<file path="config.mk">
export PLATFORM = sky130hd
export DESIGN_NAME = girlanda_multi
export DESIGN_NICKNAME = d
export VERILOG_FILES = /design/src/rtl/girlanda_multi.sv
export SDC_FILE = /design/constraint.sdc
export NUM_CORES = 1
export LEC_CHECK = 0
export CAP_MARGIN = 15
export CORE_MARGIN = 1
export CORE_UTILIZATION = 45
export CTS_BUF_LIST = sky130_fd_sc_hd__clkbuf_4
export CTS_CLUSTER_DIAMETER = 80
export DETAILED_ROUTE_END_ITERATION = 16
export GPL_TIMING_DRIVEN = 0
export PLACE_DENSITY = 0.66
export SLEW_MARGIN = 20
export SYNTH_ARGS = -nofsm -noshare
export SYNTH_HDL_FRONTEND = slang
export SYNTH_SLANG_ARGS = --single-unit
export TNS_END_PERCENT = 20
</file>
<file path="constraint.sdc">
create_clock -name clk -period 3 [get_ports clk]
set_input_delay 0.6 -clock clk [delete_from_list [all_inputs] [get_ports clk]]
set_output_delay 0.6 -clock clk [all_outputs]
set_load 0.05 [all_outputs]
</file>
<file path="src/rtl/girlanda_multi.sv">
// N-pair red/green LED garland: debounced button cycles five light patterns,
// pattern steps paced by a clock divider; all LED outputs registered.
module girlanda_multi #(
  parameter int N_LEDS   = 4,
  parameter int STEP_DIV = 8,
  parameter int DEBOUNCE = 16
) (
  input  logic              clk,
  input  logic              reset,
  input  logic              button,
  output logic [N_LEDS-1:0] red,
  output logic [N_LEDS-1:0] green,
  output logic [2:0]        mode
);

  localparam int PW = (N_LEDS > 1) ? $clog2(N_LEDS) : 1;
  localparam int DW = $clog2(STEP_DIV);
  localparam int CW = $clog2(DEBOUNCE + 1);

  typedef enum logic [2:0] {
    RUN_RED   = 3'd0,
    RUN_GREEN = 3'd1,
    ALTERNATE = 3'd2,
    BOUNCE    = 3'd3,
    BLINK     = 3'd4
  } mode_t;

  typedef enum logic {UP = 1'b0, DOWN = 1'b1} dir_t;

  logic              btn_s1, btn_s2, btn_deb;
  logic [CW-1:0]     deb_cnt;
  logic              press, tick;
  mode_t             mode_q, mode_d;
  dir_t              dir_q, dir_d;
  logic [PW-1:0]     pos_q, pos_d;
  logic              phase_q, phase_d;
  logic [DW-1:0]     div_q, div_d;
  logic [N_LEDS-1:0] onehot, even_mask, red_d, green_d;

  always_ff @(posedge clk or negedge reset) begin
    if (!reset) begin
      btn_s1  <= 1'b1;
      btn_s2  <= 1'b1;
      btn_deb <= 1'b1;
      deb_cnt <= '0;
    end else begin
      btn_s1 <= button;
      btn_s2 <= btn_s1;
      if (btn_s2 == btn_deb) begin
        deb_cnt <= '0;
      end else if (deb_cnt == CW'(DEBOUNCE - 1)) begin
        btn_deb <= btn_s2;
        deb_cnt <= '0;
      end else begin
        deb_cnt <= deb_cnt + 1'b1;
      end
    end
  end

  // Press fires in the same cycle the debounced level accepts the 1->0 change.
  assign press = btn_deb & ~btn_s2 & (deb_cnt == CW'(DEBOUNCE - 1));
  assign tick  = (div_q == DW'(STEP_DIV - 1));

  always_ff @(posedge clk or negedge reset) begin
    if (!reset) begin
      mode_q  <= RUN_RED;
      dir_q   <= UP;
      pos_q   <= '0;
      phase_q <= 1'b0;
      div_q   <= '0;
      red     <= '0;
      green   <= '0;
    end else begin
      mode_q  <= mode_d;
      dir_q   <= dir_d;
      pos_q   <= pos_d;
      phase_q <= phase_d;
      div_q   <= div_d;
      red     <= red_d;
      green   <= green_d;
    end
  end

  always_comb begin
    mode_d  = mode_q;
    dir_d   = dir_q;
    pos_d   = pos_q;
    phase_d = phase_q;
    div_d   = tick ? '0 : div_q + 1'b1;
    if (press) begin
      case (mode_q)
        RUN_RED:   mode_d = RUN_GREEN;
        RUN_GREEN: mode_d = ALTERNATE;
        ALTERNATE: mode_d = BOUNCE;
        BOUNCE:    mode_d = BLINK;
        default:   mode_d = RUN_RED;
      endcase
      dir_d   = UP;
      pos_d   = '0;
      phase_d = 1'b0;
      div_d   = '0;
    end else if (tick) begin
      case (mode_q)
        RUN_RED, RUN_GREEN:
          pos_d = (pos_q == PW'(N_LEDS - 1)) ? '0 : pos_q + 1'b1;
        ALTERNATE, BLINK:
          phase_d = ~phase_q;
        BOUNCE: begin
          // Reflect at either end so the end LEDs are not lit twice in a row.
          if (N_LEDS > 1) begin
            if (dir_q == UP) begin
              if (pos_q == PW'(N_LEDS - 1)) begin
                dir_d = DOWN;
                pos_d = PW'(N_LEDS - 2);
              end else begin
                pos_d = pos_q + 1'b1;
              end
            end else begin
              if (pos_q == '0) begin
                dir_d = UP;
                pos_d = PW'(1);
              end else begin
                pos_d = pos_q - 1'b1;
              end
            end
          end
        end
        default: ;
      endcase
    end
  end

  always_comb begin
    onehot    = '0;
    even_mask = '0;
    for (int unsigned i = 0; i < N_LEDS; i++) begin
      onehot[i]    = (pos_q == PW'(i));
      even_mask[i] = ~i[0];
    end
    red_d   = '0;
    green_d = '0;
    case (mode_q)
      RUN_RED, BOUNCE: red_d = onehot;
      RUN_GREEN:       green_d = onehot;
      ALTERNATE: begin
        red_d   = phase_q ? ~even_mask : even_mask;
        green_d = phase_q ? even_mask : ~even_mask;
      end
      BLINK: begin
        if (phase_q) green_d = '1;
        else         red_d   = '1;
      end
      default: ;
    endcase
  end

  assign mode = mode_q;

endmodule

</file>
==> flow_results.xml <==
<?xml version="1.0" encoding="UTF-8"?>
<metrics>
  <group name="grt">
    <metric name="grt_start_max_net_pins" unit="">27</metric>
    <metric name="antenna_violations_before_repair" unit="">0</metric>
    <metric name="grt_pass1_wl" unit="um">3970</metric>
    <metric name="grt_pass1_vias" unit="">917</metric>
    <metric name="grt_remaining_overflow" unit="">0</metric>
    <metric name="grt_usage" unit="%">16.3</metric>
  </group>
  <group name="finish">
    <metric name="final_area" unit="um2">1500</metric>
    <metric name="fraction_of_final_layout_cells_sized_beyond_drive_strength_1" unit="%">15.8</metric>
    <metric name="synthToLayoutAreaGrowth" unit="%">14.5</metric>
    <metric name="layout.nets" unit="">151</metric>
    <metric name="antenna_cells_inserted" unit="">0</metric>
    <metric name="final_cell_count_no_fill" unit="">170</metric>
  </group>
  <group name="cts">
    <metric name="postCtsResizedCells" unit="">0</metric>
    <metric name="clk-insertion-delay-late" unit="ns">0.32</metric>
    <metric name="path_clk_slew" unit="ns">0.14</metric>
    <metric name="tritoncts_num_sinks" unit="">26</metric>
    <metric name="cts_tree" unit="">done</metric>
    <metric name="post_cts_buffers" unit="">0</metric>
    <metric name="post_cts_hold_buffer_count" unit="">0</metric>
    <metric name="cts.path.max_buffers" unit="">2</metric>
    <metric name="clockRootBuffer" unit="">sky130_fd_sc_hd__clkbuf_4</metric>
    <metric name="number_of_h_tree_levels" unit="">1</metric>
    <metric name="tritoncts.num_buffers" unit="">3</metric>
  </group>
  <group name="worst_setup_path">
    <metric name="cp-startpoint" unit="">mode[0]</metric>
    <metric name="cp_data_required_time" unit="ns">2.40</metric>
    <metric name="path_buf_inv" unit="">1</metric>
    <metric name="launch_point_of_the_worst_reg_to_reg_path" unit="">btn_s2</metric>
    <metric name="slowest_delay" unit="ns">0.84</metric>
    <metric name="worstPathArrival" unit="ns">1.64</metric>
    <metric name="reg2reg_slack" unit="ns">1.52</metric>
    <metric name="crit_path_max_fanout" unit="">4</metric>
    <metric name="cp_cell_sequence" unit="">clkdlybuf4s50_1</metric>
    <metric name="critPathCaptureType" unit="">output pin</metric>
    <metric name="crit_path_top_delay_cell" unit="">sky130_fd_sc_hd__clkdlybuf4s50_1</metric>
    <metric name="critical_path.top_delay_family" unit="">buffers and inverters</metric>
    <metric name="start_kind" unit="">register</metric>
    <metric name="timing_worst_setup_path_type" unit="">register to output pin</metric>
  </group>
  <group name="die">
    <metric name="floorplan.die.width" unit="um">55.9</metric>
    <metric name="vert_die_dim" unit="um">55.9</metric>
    <metric name="io_pins" unit="">14</metric>
    <metric name="design.die.area" unit="um2">3130</metric>
    <metric name="start_util" unit="%">47.4</metric>
    <metric name="rows" unit="">19</metric>
    <metric name="fp.coreArea" unit="um2">2760</metric>
  </group>
  <group name="yosys">
    <metric name="yosys_warning_total" unit="">0</metric>
    <metric name="synth.ff_latch_count" unit="">26</metric>
    <metric name="fraction_of_registers_with_async_set_or_reset_after_synthesis" unit="%">100</metric>
    <metric name="synth_enable_flop_cells" unit="">0</metric>
    <metric name="netlist_area" unit="um2">1310</metric>
    <metric name="ys_top_cells_by_area" unit="">sky130_fd_sc_hd__dfrtp_1 (44%), sky130_fd_sc_hd__ha_1 (7.7%), sky130_fd_sc_hd__dfstp_2 (6.0%), sky130_fd_sc_hd__a21oi_1 (3.8%), sky130_fd_sc_hd__o21ai_1 (3.8%)</metric>
    <metric name="netlist_instances" unit="">122</metric>
    <metric name="post_synth.cell_area_avg" unit="um2">10.7</metric>
    <metric name="netlist.area_leader.share" unit="%">44.0</metric>
    <metric name="yosysUniqueCellTypes" unit="">38</metric>
    <metric name="synth.net_count" unit="">133</metric>
    <metric name="synth_flop_cell" unit="">sky130_fd_sc_hd__dfrtp_1</metric>
    <metric name="synth_sequential_area_ratio" unit="%">50.0</metric>
    <metric name="synth_area_leader_cell" unit="">sky130_fd_sc_hd__dfrtp_1</metric>
  </group>
  <group name="job">
    <metric name="timing.max_cap.violations" unit="">0</metric>
  </group>
  <group name="run_status">
    <metric name="status" unit="">complete, no violations</metric>
  </group>
  <group name="detailed_routing">
    <metric name="drt-wirelength-per-cell" unit="um">13.1</metric>
    <metric name="via_per_inst" unit="">5.25</metric>
    <metric name="postRouteAntennaNets" unit="">0</metric>
    <metric name="firstDrtPassIters" unit="">4</metric>
    <metric name="vias" unit="">892</metric>
    <metric name="drt_wl_total" unit="um">2230</metric>
    <metric name="first_iter_violations" unit="">21</metric>
    <metric name="drc" unit="">0</metric>
  </group>
  <group name="timing">
    <metric name="totalNegativeSetupSlack" unit="ns">0</metric>
    <metric name="setup_viol" unit="">0</metric>
    <metric name="maxSlewHeadroom" unit="%">63.2</metric>
    <metric name="finalCritPeriodShare" unit="%">74.6</metric>
    <metric name="hold_viol_final" unit="">0</metric>
    <metric name="maxSlewViolCount" unit="">0</metric>
    <metric name="clock-skew-final" unit="ns">0.00207</metric>
    <metric name="fmaxAchievable" unit="MHz">447</metric>
    <metric name="timing.final.crit_period" unit="ns">2.24</metric>
    <metric name="rsz0062_at_grt" unit="">no</metric>
    <metric name="worst_pin_slew" unit="ns">0.552</metric>
  </group>
  <group name="placed_design">
    <metric name="place.gp.congestion" unit="">0.903</metric>
    <metric name="placed_cell_area" unit="um2">1470</metric>
    <metric name="numPlacedInstances" unit="">166</metric>
    <metric name="portBuffers" unit="">13</metric>
    <metric name="hpwl" unit="um">1610</metric>
  </group>
  <group name="pwr">
    <metric name="vdd.ir_drop.worst" unit="V">0.000230</metric>
    <metric name="leakage" unit="nW">0.676</metric>
    <metric name="powerDensity" unit="nW/um2">352</metric>
  </group>
  <group name="hold_path">
    <metric name="worstHoldPathType" unit="">primary input to asynchronous set/reset pin</metric>
  </group>
</metrics>
[registers in the layout, indices dropped and copies added, names as in the netlist]
signal / flops
btn_deb: 1
deb_cnt: 5
div_q: 3
btn_s2: 1
pos_q: 2
btn_s1: 1
dir_q: 1
mode: 3
green: 4
red: 4
phase_q: 1
[layout by cell type, fill, tap and decap left out, types with 2 or more instances in the layout]
cell / n
sky130_fd_sc_hd__buf_2: 2
sky130_fd_sc_hd__clkbuf_4: 3
sky130_fd_sc_hd__ha_1: 8
sky130_fd_sc_hd__buf_4: 2
sky130_fd_sc_hd__o21ai_1: 10
sky130_fd_sc_hd__nor3_1: 5
sky130_fd_sc_hd__xnor2_1: 3
sky130_fd_sc_hd__dfstp_2: 3
sky130_fd_sc_hd__nor2_1: 7
sky130_fd_sc_hd__mux2i_1: 3
sky130_fd_sc_hd__a21oi_1: 10
sky130_fd_sc_hd__nor2_2: 2
sky130_fd_sc_hd__nand2_1: 8
sky130_fd_sc_hd__o21ai_0: 3
sky130_fd_sc_hd__clkdlybuf4s50_1: 12
sky130_fd_sc_hd__dfrtp_1: 23
sky130_fd_sc_hd__and2_1: 3
sky130_fd_sc_hd__inv_1: 5
sky130_fd_sc_hd__nand2b_1: 5
[kinds of logic (layout without fill, tap and decap cells)]
group,Yosys count,after routing,share of synthesized area [%]
xor gates and xnor gates,4,4,2.68
muxes,4,4,3.44
adders and majority gates,8,8,7.66
buffers and inverters,10,27,4.11
DFF,26,26,50.0
and+or+nand+nor,43,43,20.8
AOI/OAI and AO/OA,27,27,11.3
[metrics by stage]
step	worst slack [ns]	power [mW]	hold WS (ns)	utilization [%]
2_1_floorplan	1.58	0.372	0.304	-
3_3_place_gp	1.03	0.382	0.346	53.5
3_5_place_dp	1.13	0.383	0.349	53.4
4_1_cts	0.751	0.533	0.262	54.3
5_1_grt	0.723	0.552	0.274	54.3
6_report	0.763	0.528	0.242	54.3
[path summary, 6_finish.rpt]
path	depth (start not counted)	end
setup / recovery	1	mode[0]
hold / removal	1	deb_cnt[2]
setup reg to reg	4	btn_deb
hold reg to reg	0	btn_s2
max in group asynchronous	1	btn_s1
min in group clk	0	btn_s2
[synth_stat cells, drive strengths merged (2+ instances only)]
cell type and number:
a21oi 10, and2 4, and2b 2, buf 4, dfrtp 23, dfstp 3
ha 8, inv 5, mux2i 3, nand2 9, nand2b 5, nor2 9
nor2b 2, nor3 6, nor3b 2, o21ai 13, xnor2 3
[power by group]
part           switching [mW]  internal (mW)  total [mW]
combinational         0.00991        0.00573      0.0156
clock                   0.104         0.0487       0.153
sequential            0.00309          0.356       0.359
total                   0.117          0.411       0.528
[area by class of cell]
class	instances	area (um2)
Clock inverter	1	3.75
Clock buffer	3	22.5
Timing Repair Buffer	13	125
Fill cell	250	1260
Sequential cell	26	654
Multi-Input combinational cell	86	599
Tap cell	31	38.8
Inverter	5	18.8
Buffer	5	35.0
[routing by layer]
metal	part of all wire [%]	routed length (um)	GRT usage [%]
met1	46	1020	21.3
met2	49	1090	25.6
met3	4.0	89	2.56
met4	1.4	31	9.76
met5	0	0	0
No activity file was read; power rests on OpenSTA's default activity.
